--- src/rtl/collide_blue.sv ---
// Tile-map collision prober for the blue character: one pass per frame tick, serialised ROM reads.
// Optional COLLIDE_CORNER_PROBE_EN: two corner probes per side (8 reads) instead of one centre probe.
module collide_blue #(
    parameter int unsigned SPR_W      = 16,
    parameter int unsigned SPR_H      = 16,
    parameter int unsigned TILE_SHIFT = 4,
    parameter int unsigned MAP_COLS   = 40,
    parameter int unsigned MAP_ROWS   = 30,
    parameter int unsigned ADDR_W     = 11,
    parameter int unsigned TILE_BITS  = 2
) (
    input  logic                 clk,
    input  logic                 rst_n,
    input  logic                 start,
    input  logic [9:0]           current_x,
    input  logic [8:0]           current_y,
    output logic [ADDR_W-1:0]    map_addr,
    input  logic [TILE_BITS-1:0] map_data,
    output logic                 busy,
    output logic                 done,
    output logic [3:0]           collision_state
);

`ifdef COLLIDE_CORNER_PROBE_EN
    localparam int unsigned NSLOT  = 8;
    localparam int unsigned SLOT_W = 3;
`else
    localparam int unsigned NSLOT  = 4;
    localparam int unsigned SLOT_W = 2;
`endif
    localparam int unsigned CNT_W = 4;
    localparam int unsigned PW    = 11;

    typedef enum logic [1:0] {IDLE, PROBE, DRAIN, FINISH} state_t;

    state_t            state;
    logic [9:0]        x_q;
    logic [8:0]        y_q;
    logic [CNT_W-1:0]  cnt;
    logic [3:0]        shadow;
    logic              p1_valid, p1_oob, p2_valid, p2_oob;
    logic [1:0]        p1_bit, p2_bit;

    // Returns {out_of_bounds, rom_address} for one probe slot.
    function automatic logic [ADDR_W:0] probe_f(input logic [9:0] x, input logic [8:0] y,
                                               input logic [SLOT_W-1:0] slot);
        logic [PW-1:0] px, py, xa, ya, col, row;
        logic [1:0]    side;
        logic          oob;
        logic [21:0]   lin;
`ifdef COLLIDE_CORNER_PROBE_EN
        side = slot[2:1];
        xa   = slot[0] ? PW'(x) + PW'(SPR_W - 2) : PW'(x) + PW'(1);
        ya   = slot[0] ? PW'(y) + PW'(SPR_H - 2) : PW'(y) + PW'(1);
`else
        side = slot;
        xa   = PW'(x) + PW'(SPR_W / 2);
        ya   = PW'(y) + PW'(SPR_H / 2);
`endif
        oob = 1'b0;
        case (side)
            2'd0: begin px = xa; py = PW'(y) + PW'(SPR_H); end
            2'd1: begin px = xa; py = PW'(y) - PW'(1); oob = (y == 9'd0); end
            2'd2: begin px = PW'(x) + PW'(SPR_W); py = ya; end
            default: begin px = PW'(x) - PW'(1); py = ya; oob = (x == 10'd0); end
        endcase
        col = px >> TILE_SHIFT;
        row = py >> TILE_SHIFT;
        oob = oob | (col >= PW'(MAP_COLS)) | (row >= PW'(MAP_ROWS));
        lin = 22'(row) * 22'(MAP_COLS) + 22'(col);
        return {oob, lin[ADDR_W-1:0]};
    endfunction

    logic              issue;
    logic [SLOT_W-1:0] slot;
    logic [ADDR_W:0]   probe_res;
    logic [1:0]        issue_bit;
    logic [3:0]        shadow_merged;

    // Slot 0 is addressed from the live inputs on the accepting edge so the read pipeline starts at once.
    always_comb begin
        issue     = 1'b0;
        slot      = '0;
        probe_res = '0;
        issue_bit = 2'd0;
        if (state == IDLE) begin
            issue     = start;
            probe_res = probe_f(current_x, current_y, '0);
        end else begin
            issue     = (state == PROBE) && (cnt < CNT_W'(NSLOT));
            slot      = cnt[SLOT_W-1:0];
            probe_res = probe_f(x_q, y_q, slot);
        end
`ifdef COLLIDE_CORNER_PROBE_EN
        issue_bit = slot[2:1];
`else
        issue_bit = slot;
`endif
    end

    always_comb begin
        shadow_merged = shadow;
        if (p2_valid && (p2_oob || (map_data != '0)))
            shadow_merged[p2_bit] = 1'b1;
    end

    always_ff @(posedge clk or negedge rst_n) begin
        if (!rst_n) begin
            state           <= IDLE;
            x_q             <= '0;
            y_q             <= '0;
            cnt             <= '0;
            shadow          <= '0;
            p1_valid        <= 1'b0;
            p1_oob          <= 1'b0;
            p1_bit          <= '0;
            p2_valid        <= 1'b0;
            p2_oob          <= 1'b0;
            p2_bit          <= '0;
            map_addr        <= '0;
            busy            <= 1'b0;
            done            <= 1'b0;
            collision_state <= '0;
        end else begin
            p2_valid <= p1_valid;
            p2_oob   <= p1_oob;
            p2_bit   <= p1_bit;
            p1_valid <= issue;
            p1_oob   <= probe_res[ADDR_W];
            p1_bit   <= issue_bit;
            if (issue && !probe_res[ADDR_W])
                map_addr <= probe_res[ADDR_W-1:0];
            shadow <= shadow_merged;
            done   <= 1'b0;
            case (state)
                IDLE: begin
                    if (start) begin
                        x_q    <= current_x;
                        y_q    <= current_y;
                        cnt    <= CNT_W'(1);
                        shadow <= '0;
                        busy   <= 1'b1;
                        state  <= PROBE;
                    end
                end
                PROBE: begin
                    if (cnt < CNT_W'(NSLOT)) cnt <= cnt + CNT_W'(1);
                    else                     state <= DRAIN;
                end
                DRAIN: begin
                    collision_state <= shadow_merged;
                    done            <= 1'b1;
                    busy            <= 1'b0;
                    state           <= FINISH;
                end
                default: state <= IDLE;
            endcase
        end
    end

endmodule
--- config.mk ---
export PLATFORM = sky130hd
export DESIGN_NAME = collide_blue
export DESIGN_NICKNAME = d
export VERILOG_FILES = /design/src/rtl/collide_blue.sv
export SDC_FILE = /design/constraint.sdc
export NUM_CORES = 1
export LEC_CHECK = 0
export ABC_AREA = 1
export CAP_MARGIN = 20
export CORE_UTILIZATION = 49
export DETAILED_ROUTE_END_ITERATION = 16
export PLACE_DENSITY = 0.7
export SLEW_MARGIN = 20
export SYNTH_ARGS = -nofsm -noshare
export SYNTH_HDL_FRONTEND = slang
export SYNTH_SLANG_ARGS = --single-unit
--- constraint.sdc ---
create_clock -name clk -period 3.9 [get_ports clk]
set_input_delay 0.585 -clock clk [delete_from_list [all_inputs] [get_ports clk]]
set_output_delay 0.585 -clock clk [all_outputs]
set_load 0.03 [all_outputs]
==> impl_metrics.ini <==
[run_status]
outcome = completed

[sta]
clock.fmax_mhz = 273
max_slew_margin = 0.540
finalHoldViolCount = 0
rsz0062_at_grt = false
setup_viol = 0
worstMarginPinSlew_ns = 0.690
setup_tns_ns = 0
skew_ns = 0.0110
slew_violations = 0
finalCritPeriodShare = 0.940
finalWorstSetupSlack_ns = 0.233
finalCriticalPeriod_ns = 3.67

[floorplanning]
dieArea_um2 = 9290
core_um2 = 8680
initial_utilization = 0.503
pin_count = 41
placementRows = 34
die_w_um = 96.4
chipHeight_um = 96.4

[route]
top_layer_used = met4
antenna_left = 0
drc = 0
routed-wl-met3_um = 447
vias = 4036
finalWirelength_mm = 10.8
dr_wl_met2_mm = 5.36
drtIter0Drc = 247
post_drt_wl_per_cell_um = 14.3
wl_met1_mm = 4.85
viasPerCell = 5.33
firstDrtPassIters = 5

[worst_setup_path]
critical-path-max-stage-delay_ns = 0.41
critPathKind = flip-flop to flip-flop
cp_top_family = simple AND/OR/NAND/NOR gates
endpoint_kind = flip-flop
path_max_fanout = 10
start_kind = flip-flop
required_ns = 4.13
cp.arrival_ns = 3.89
slowest_stage = dfrtp_1
cp.buffers_inverters = 3
cpMostUsedCell = nand2_1
cp_cell_sequence = inv_1 > ha_1 > nor2_8 > inv_4 > a21oi_1 > o21ai_0 > nand2_1 > inv_1 > ha_1 > ha_1 > fa_1 > nand3_1 > nand2_1 > or2_2 > nand2_1 > nand3_1 > nand2_1 > o21ai_0 > nand3_1 > nand2_1 > nand3_1 > nand2_1

[grt]
overflow = 0
grt_pass1_wl_mm = 17.8
antenna_found_initial = 0
grt_util_all_layers = 0.250
grt_pass1_vias = 3841
grt_max_degree = 30

[logic_synthesis]
syn-cell-area_um2 = 4360
syn_nets = 684
yosys.area.top_type = dfrtp_1
yosys_warnings = 0
syn_area_per_cell_um2 = 7.14
ys_seq_area_frac = 0.310
ys_ff_latch = 54
ys_top_cells_by_area = dfrtp_1 (31%), nand2_1 (13%), ha_1 (13%)
synth.distinct_cells = 39
syn_inst = 611
synth_top_area_frac = 0.310

[layout]
nFillCells = 853
final_common_cell = nand2_1
antenna_cells = 0
layout_common_cells = nand2_1 (154), inv_1 (93), o21ai_0 (57), nand3_1 (56), dfrtp_1 (54)
nNetsFinal = 721
synthToLayoutAreaGrowth_pct = 12.8
drive_gt1_frac = 0.0447
layout.cells.non_filler = 757

[placed_design]
portBuffers = 40
dp.cells = 749
place.gp.congestion = 0.937
place_ws_ns = 0.233
dp.final_hpwl_mm = 8.46

[clocking]
clkLatencyLatePin_ns = 0.32
cts_max_level = 2
post_cts_resized = 0
hold_buffers = 0
cts_buffer_depth = 2
cts.sinks = 54
cts_root_buf = clkbuf_8
path_clk_slew_ns = 0.12
cts_setup_buffers = 0
cts_tree = yes
numCtsBuffers = 5

[job]
cap_violations = 0

[worst_hold_path]
hold_class = input pin to asynchronous set/reset pin
-- Yosys cell counts --
master	n
o21ai_1	3
xor2_1	10
o2111ai_1	1
o21ai_0	57
buf_2	3
o31ai_1	3
a21o_1	1
nor2_1	39
mux2i_1	1
buf_4	2
nand2_2	6
xnor2_1	3
inv_1	93
buf_6	4
or2_2	1
nand2_1	154
clkbuf_8	1
dfrtp_1	54
fa_1	4
a32o_1	1
a31oi_1	3
nor3_2	2
a21oi_1	21
a221oi_1	1
ha_1	45
o22ai_1	3
nand4_1	8
inv_4	1
inv_2	3
o21a_1	1
nor2_8	1
nor3_1	6
nand3b_1	2
nand3_1	56
o221ai_1	1
nor2_2	1
clkinv_1	4
clkbuf_1	4
o21bai_1	7
-- metrics by stage --
step	cell area (µm²)	hold slack, ns	utilization
global placement	4820	0.334	0.555
global route	4920	0.345	0.567
detailed placement	4820	0.335	0.555
finish	4920	0.286	0.567
floorplan	4360	0.289	-
CTS	4920	0.304	0.567
-- final cells by class --
class,count,area (µm²),share of cell area
Multi-Input combinational cell,442,2530,0.514
Timing Repair Buffer,44,425,0.0865
Sequential cell,54,1350,0.275
Clock buffer,5,68.8,0.0140
Clock inverter,3,28.8,0.00585
Tap cell,108,135,0.0275
Inverter,101,382,0.0776
-- cells by family (layout without fill, tap and decap cells) --
group / after synthesis / count (layout) / share of synthesized area
adders and majority gates: 49 / 49 / 0.147
buffers and inverters: 115 / 153 / 0.111
DFF: 54 / 54 / 0.310
and+or+nand+nor: 276 / 276 / 0.273
muxes: 1 / 1 / 0.00229
xor gates and xnor gates: 13 / 13 / 0.0261
AOI/OAI and AO/OA: 103 / 103 / 0.130
-- registers in the layout, indices dropped and copies added, names as in the netlist, 2 cells and up --
signal and cells:
cnt 4, collision_state 4, map_addr 11, p1_bit 2, p2_bit 2, shadow 4, state 2, x_q 10
y_q 9
-- final timing paths --
path	startpoint	end	slack, ns	cells past startpoint
min reg2reg	p1_bit[1]	p2_bit[1]	0.36	0
max in group asynchronous	rst_n	map_addr[2]	2.80	2
min in group clk	p1_bit[1]	p2_bit[1]	0.36	0
max reg2reg	cnt[1]	map_addr[10]	0.23	22
max	cnt[1]	map_addr[10]	0.23	22
min	rst_n	x_q[9]	0.29	1
-- per-layer routing --
layer / up-vias / track usage
met5: - / 0
met4: 0 / 0.0699
met3: 17 / 0.0284
met2: 99 / 0.434
met1: 1874 / 0.328
li1: 2046 / -
Power is not shown: default switching activity piles up to over one toggle a cycle in this logic, so the estimate is an artifact.
